### src/rtl/rvc_asap_5pl_dmem_arb.sv
// rvc_asap_5pl_dmem_arb
//   Arbitrates the single data-memory port between the 5-stage core and one
//   external master (debug loader / DMA). The core owns the port by default.
//   The external master is granted in the same cycle through a req/gnt
//   handshake. Read data is routed back after a fixed memory read latency.
//
//   Handshake: the external master holds ExtReq (with ExtWe/ExtAddress/
//   ExtData/ExtByteena stable) until it sees ExtGnt=1 in a cycle; that cycle
//   the access is issued to memory. Writes complete at grant. Reads return
//   on ExtRdValid exactly RD_LATENCY cycles after the grant. The core has no
//   grant; CoreStall=1 means its request was not issued this cycle and must
//   be held.
//
// Parameters
//   RD_LATENCY  cycles from MemRden to valid MemQ (>=1)
//   MAX_WAIT    external starvation limit in cycles (starvation guard only)
//
// Optional feature
//   DMEM_ARB_STARVE_GUARD_EN  when defined, an external request that has
//   waited MAX_WAIT cycles is forced through, stalling the core one cycle.
//   When undefined the core has strict priority.
//
// Ports
//   Clock, Rst                          clock, synchronous active-high reset
//   Core*  (Data/Address/Byteena/Wren/Rden in, Q/Stall out)  core side
//   Ext*   (Req/We/Address/Data/Byteena in, Gnt/RdValid/RdData out)  ext side
//   Mem*   (Data/Address/Byteena/Wren/Rden out, Q in)  to D_MEM
//   ArbState  registered owner of the previous cycle (IDLE/CORE/EXT/FORCE)

module rvc_asap_5pl_dmem_arb #(
   parameter int RD_LATENCY = 1,
   parameter int MAX_WAIT   = 8
) (
   input  logic        Clock,
   input  logic        Rst,
   input  logic [31:0] CoreData,
   input  logic [31:0] CoreAddress,
   input  logic [3:0]  CoreByteena,
   input  logic        CoreWren,
   input  logic        CoreRden,
   output logic [31:0] CoreQ,
   output logic        CoreStall,
   input  logic        ExtReq,
   input  logic        ExtWe,
   input  logic [31:0] ExtAddress,
   input  logic [31:0] ExtData,
   input  logic [3:0]  ExtByteena,
   output logic        ExtGnt,
   output logic        ExtRdValid,
   output logic [31:0] ExtRdData,
   output logic [31:0] MemData,
   output logic [31:0] MemAddress,
   output logic [3:0]  MemByteena,
   output logic        MemWren,
   output logic        MemRden,
   input  logic [31:0] MemQ,
   output logic [1:0]  ArbState
);

   typedef enum logic [1:0] {
      ST_IDLE  = 2'd0,
      ST_CORE  = 2'd1,
      ST_EXT   = 2'd2,
      ST_FORCE = 2'd3
   } arb_state_t;

   arb_state_t state, state_nxt;

   logic core_req, ext_req, force_ext, ext_gnt, core_gnt;

   // Requests are masked during reset so every output derived from them is 0.
   assign core_req = (CoreWren | CoreRden) & ~Rst;
   assign ext_req  = ExtReq & ~Rst;
   assign ext_gnt  = ext_req & (~core_req | force_ext);
   assign core_gnt = core_req & ~ext_gnt;

   assign ExtGnt    = ext_gnt;
   assign CoreStall = core_req & ext_gnt;

   // ---------------- starvation guard ----------------
`ifdef DMEM_ARB_STARVE_GUARD_EN
   localparam int CW = $clog2(MAX_WAIT + 1);
   logic [CW-1:0] wait_cnt;
   logic          force_q;

   // force_q is registered: once the count has reached MAX_WAIT, the
   // external master is granted in the following cycle.
   always_ff @(posedge Clock) begin
      if (Rst) begin
         wait_cnt <= '0;
         force_q  <= 1'b0;
      end else if (!ext_req || ext_gnt) begin
         wait_cnt <= '0;
         force_q  <= 1'b0;
      end else begin
         force_q <= (wait_cnt == CW'(MAX_WAIT));
         if (wait_cnt != CW'(MAX_WAIT)) wait_cnt <= wait_cnt + 1'b1;
      end
   end
   assign force_ext = force_q;
`else
   logic unused_max_wait;
   assign unused_max_wait = ^MAX_WAIT;
   assign force_ext       = 1'b0;
`endif

   // ---------------- owner FSM ----------------
   always_ff @(posedge Clock) begin
      if (Rst) state <= ST_IDLE;
      else     state <= state_nxt;
   end

   always_comb begin
      state_nxt = ST_IDLE;
      if (ext_gnt)       state_nxt = (force_ext & core_req) ? ST_FORCE : ST_EXT;
      else if (core_gnt) state_nxt = ST_CORE;
   end

   assign ArbState = state;

   // ---------------- memory port mux ----------------
   always_comb begin
      MemData    = '0;
      MemAddress = '0;
      MemByteena = '0;
      MemWren    = 1'b0;
      MemRden    = 1'b0;
      if (ext_gnt) begin
         MemData    = ExtData;
         MemAddress = ExtAddress;
         MemByteena = ExtByteena;
         MemWren    = ExtWe;
         MemRden    = ~ExtWe;
      end else if (core_gnt) begin
         MemData    = CoreData;
         MemAddress = CoreAddress;
         MemByteena = CoreByteena;
         MemWren    = CoreWren;
         MemRden    = CoreRden;
      end
   end

   // ---------------- read tag pipe ----------------
   // One {valid, owner_is_ext} tag per issued cycle; the tag leaving the
   // last stage lines up with the MemQ word of that read.
   logic [RD_LATENCY-1:0] tag_vld, tag_ext, tag_vld_nxt, tag_ext_nxt;

   generate
      if (RD_LATENCY > 1) begin : g_shift
         assign tag_vld_nxt = {tag_vld[RD_LATENCY-2:0], MemRden};
         assign tag_ext_nxt = {tag_ext[RD_LATENCY-2:0], ext_gnt};
      end else begin : g_single
         assign tag_vld_nxt = MemRden;
         assign tag_ext_nxt = ext_gnt;
      end
   endgenerate

   always_ff @(posedge Clock) begin
      if (Rst) begin
         tag_vld <= '0;
         tag_ext <= '0;
      end else begin
         tag_vld <= tag_vld_nxt;
         tag_ext <= tag_ext_nxt;
      end
   end

   assign ExtRdValid = ~Rst & tag_vld[RD_LATENCY-1] & tag_ext[RD_LATENCY-1];
   assign ExtRdData  = ExtRdValid ? MemQ : '0;
   // The core pipeline tracks its own read timing; it just sees MemQ.
   assign CoreQ      = Rst ? '0 : MemQ;

endmodule
### config.mk
export PLATFORM = sky130hd
export DESIGN_NAME = rvc_asap_5pl_dmem_arb
export DESIGN_NICKNAME = d
export VERILOG_FILES = /design/src/rtl/rvc_asap_5pl_dmem_arb.sv
export SDC_FILE = /design/constraint.sdc
export NUM_CORES = 1
export LEC_CHECK = 0
export BUFFER_PORTS_ARGS = -buffer_cell sky130_fd_sc_hd__buf_2
export CORE_AREA = 5 5 118 120
export CTS_BUF_LIST = sky130_fd_sc_hd__clkbuf_2
export CTS_CLUSTER_DIAMETER = 80
export DETAILED_ROUTE_END_ITERATION = 10
export DIE_AREA = 0 0 123 125
export GPL_TIMING_DRIVEN = 0
export SLEW_MARGIN = 40
export SYNTH_ARGS = -nofsm -noshare
export SYNTH_HDL_FRONTEND = slang
export SYNTH_SLANG_ARGS = --single-unit
### constraint.sdc
create_clock -name Clock -period 1.1 [get_ports Clock]
set_input_delay 0.22 -clock Clock [delete_from_list [all_inputs] [get_ports Clock]]
set_output_delay 0.22 -clock Clock [all_outputs]
set_load 0.01 [all_outputs]
==> flow_metrics.tcl <==
set metrics [dict create \
    outcome "complete, but fails checks" \
    failed_checks "setup timing" \
    h-tree-depth 1 \
    grt_pass1_vias 4209 \
    cellPowerDensity_mw_per_mm2 400 \
    slew_violations 0 \
    synthesis.yosys.warnings 0 \
    largest_net_degree_at_the_start_of_global_routing 12 \
    drt-initial-drc-count 184 \
    netlist_top_cells_count "72 x sky130_fd_sc_hd__a21oi_1, 68 x sky130_fd_sc_hd__nand4bb_1, 68 x sky130_fd_sc_hd__o21ai_0" \
    fin_tns_setup_ps -14870 \
    grt.met1_usage 0.225 \
    post-route-worst-setup-slack_ps -225 \
    synthTopCellsByArea "sky130_fd_sc_hd__nand4bb_1 34%, sky130_fd_sc_hd__a21oi_1 16%, sky130_fd_sc_hd__o21ai_0 15%" \
    clock_pin_transition_on_the_worst_setup_and_hold_timing_paths_ps 40 \
    cp-start-kind "primary input" \
    routedWlPerCell_um 20.1 \
    synthesis.nets 514 \
    groute.usage.overall 0.190 \
    worstSetupStartpoint "CoreRden" \
    numCtsBuffers 3 \
    cts_root_buf "sky130_fd_sc_hd__clkbuf_2" \
    area.growth.synth_to_final_pct 174 \
    unique_cell_type_count_in_the_yosys_netlist 18 \
    grt_antenna_before_repair 3 \
    place_congestion 0.832 \
    total_power_uw 2430 \
    first_pass_grt_wire_length_um 23300 \
    post-synth-top-count-cell "sky130_fd_sc_hd__a21oi_1" \
    cts_tree "yes" \
    nFillCells 1232 \
    netlist.top_cell.by_area "sky130_fd_sc_hd__nand4bb_1" \
    cp-end-kind "output port" \
    ant_nets 0 \
    io_pins 313 \
    p_leak_uw 0.00281 \
    final-setup-viol-count 105 \
    drt_pre_antenna_iters 4 \
    dieArea_mm2 0.0154 \
    edff_count_synth 0 \
    core_area_mm2 0.0129 \
    syn-mean-instance-area_um2 6.53 \
    synth-main-ff-cell "sky130_fd_sc_hd__dfxtp_1" \
    start_util 0.172 \
    rsz0062_at_grt "yes" \
    totalWireLength_um 17500 \
    globalRouteMet3Util 0.0402 \
    pre_cts_ws_ps -835 \
    final_hold_viol_count 0 \
    drc_errors 0 \
    timing.critical_path.fanout_max 11 \
    criticalPathCategory "in -> out" \
    post_synth_instance_area_mm2 0.00222 \
    grt_most_used_layer "met2" \
    critPathRequiredTime_ps 880 \
    ir_worst_vdd_uv 208 \
    fp.dieW_um 123 \
    die_y_um 125 \
    grt_overflow 0 \
    period_share 1.20 \
    clock_tree.buffer_depth 2 \
    crit_arrival_ps 1110 \
    endpoint "MemAddress[21]" \
    netlist_instances 340 \
    final_period_minus_worst_setup_slack_ps 1330 \
    detailedPlacementHpwl_um 11800 \
    maxClockFrequency_mhz 754 \
    synth.ff_latch_count 3 \
    cts_sinks 3 \
    synth-async-reset-ratio 0 \
    synth_top_cell_area_share 0.345 \
    ratio_of_cells_with_drive_above_1_in_the_final_layout 0.777 \
    max_cap_viols 0 \
    placement.io_buffers 309 \
    min_path_type "in -> reg" \
    placement_rows 42 \
    viasPerCell 4.88 \
    vias_post_dr 4250 \
    ys_seq_area_frac 0.0271 \
    grt_use_met2 0.338 \
    nets_final 867 \
]
[metrics by stage]
stage / cells / hold WS, ps / instance area (um2) / util
after floorplan: 340 / 444 / 2390 / -
after global placement: 825 / 560 / 4160 / 0.323
after detailed placement: 825 / 568 / 4160 / 0.323
after CTS: 856 / 327 / 5270 / 0.409
after global routing: 871 / 317 / 6080 / 0.472
final: 871 / 341 / 6080 / 0.472
[cell families after synthesis]
family,count (synthesis),synth area share
compound gates,140,0.316
simple gates,138,0.544
buf+inv,58,0.112
flops,3,0.0271
other cells,1,0.00169
[area by class of cell]
class / count / area (um2) / share of cell area
clock buffers: 4 / 20.0 / 0.00329
diodes: 3 / 7.51 / 0.00123
plain buffers: 55 / 693 / 0.114
multi-input cells: 279 / 2690 / 0.443
inverters: 2 / 7.51 / 0.00123
repair buffers: 349 / 2370 / 0.390
well taps: 176 / 220 / 0.0362
flip-flops and latches: 3 / 67.6 / 0.0111
[repair_timing]
action / CTS / global route
gates cloned: 17 / 8
pin swaps: 48 / 22
hold buffers: 0 / 0
setup endpoints to repair: 130 / 123
resized for setup: 224 / 151
setup buffers: 10 / 7
[layer usage]
metal / part of all wire / wire length (um)
met1: 0.39 / 6830
met2: 0.50 / 8720
met3: 0.088 / 1540
met4: 0.025 / 445
met5: 0 / 0
[critical path: stages]
cell,delay [ps]
sky130_fd_sc_hd__buf_12,130
sky130_fd_sc_hd__clkbuf_4,200
sky130_fd_sc_hd__o21ai_0,290
sky130_fd_sc_hd__a21oi_2,100
sky130_fd_sc_hd__buf_2,150
[layout by cell type (no fill, tap or decap), types with 7 or more instances in the layout]
cell	Yosys	layout
sky130_fd_sc_hd__clkbuf_16	0	14
sky130_fd_sc_hd__nor2b_2	0	16
sky130_fd_sc_hd__buf_4	2	13
sky130_fd_sc_hd__and3_4	0	16
sky130_fd_sc_hd__buf_2	12	277
sky130_fd_sc_hd__clkbuf_4	0	15
sky130_fd_sc_hd__nand4bb_1	68	56
sky130_fd_sc_hd__nor2b_4	0	7
sky130_fd_sc_hd__buf_8	0	8
sky130_fd_sc_hd__clkbuf_8	0	16
sky130_fd_sc_hd__a21oi_4	0	11
sky130_fd_sc_hd__and3_1	31	15
sky130_fd_sc_hd__nor2b_1	33	10
sky130_fd_sc_hd__buf_6	1	42
sky130_fd_sc_hd__o21ai_1	0	30
sky130_fd_sc_hd__buf_12	0	13
sky130_fd_sc_hd__o21ai_0	68	29
sky130_fd_sc_hd__a21oi_2	0	57
sky130_fd_sc_hd__nand4bb_4	0	12
[registers in the layout, summed over array words and instances, names as in the netlist]
signal	flops
ArbState	2
tag_vld	1
[report_power, final]
| group | internal [uW] | leakage, uW | switching (uW) |
|---|---|---|---|
| Combinational | 1160 | 0.00277 | 995 |
| Clock | 95.9 | 0.0000166 | 60.1 |
| Sequential | 113 | 0.0000262 | 12.7 |
[worst min-delay path by stage]
stage / cells past startpoint / endpoint / start
floorplan: 2 / tag_vld$_SDFF_PP0_ / ExtWe
global placement: 3 / tag_vld$_SDFF_PP0_ / ExtWe
detailed placement: 3 / tag_vld$_SDFF_PP0_ / ExtWe
CTS: 3 / tag_vld$_SDFF_PP0_ / ExtWe
global route: 3 / tag_vld$_SDFF_PP0_ / ExtWe
finish: 3 / tag_vld$_SDFF_PP0_ / ExtWe
(Power assumes the default switching activity.)
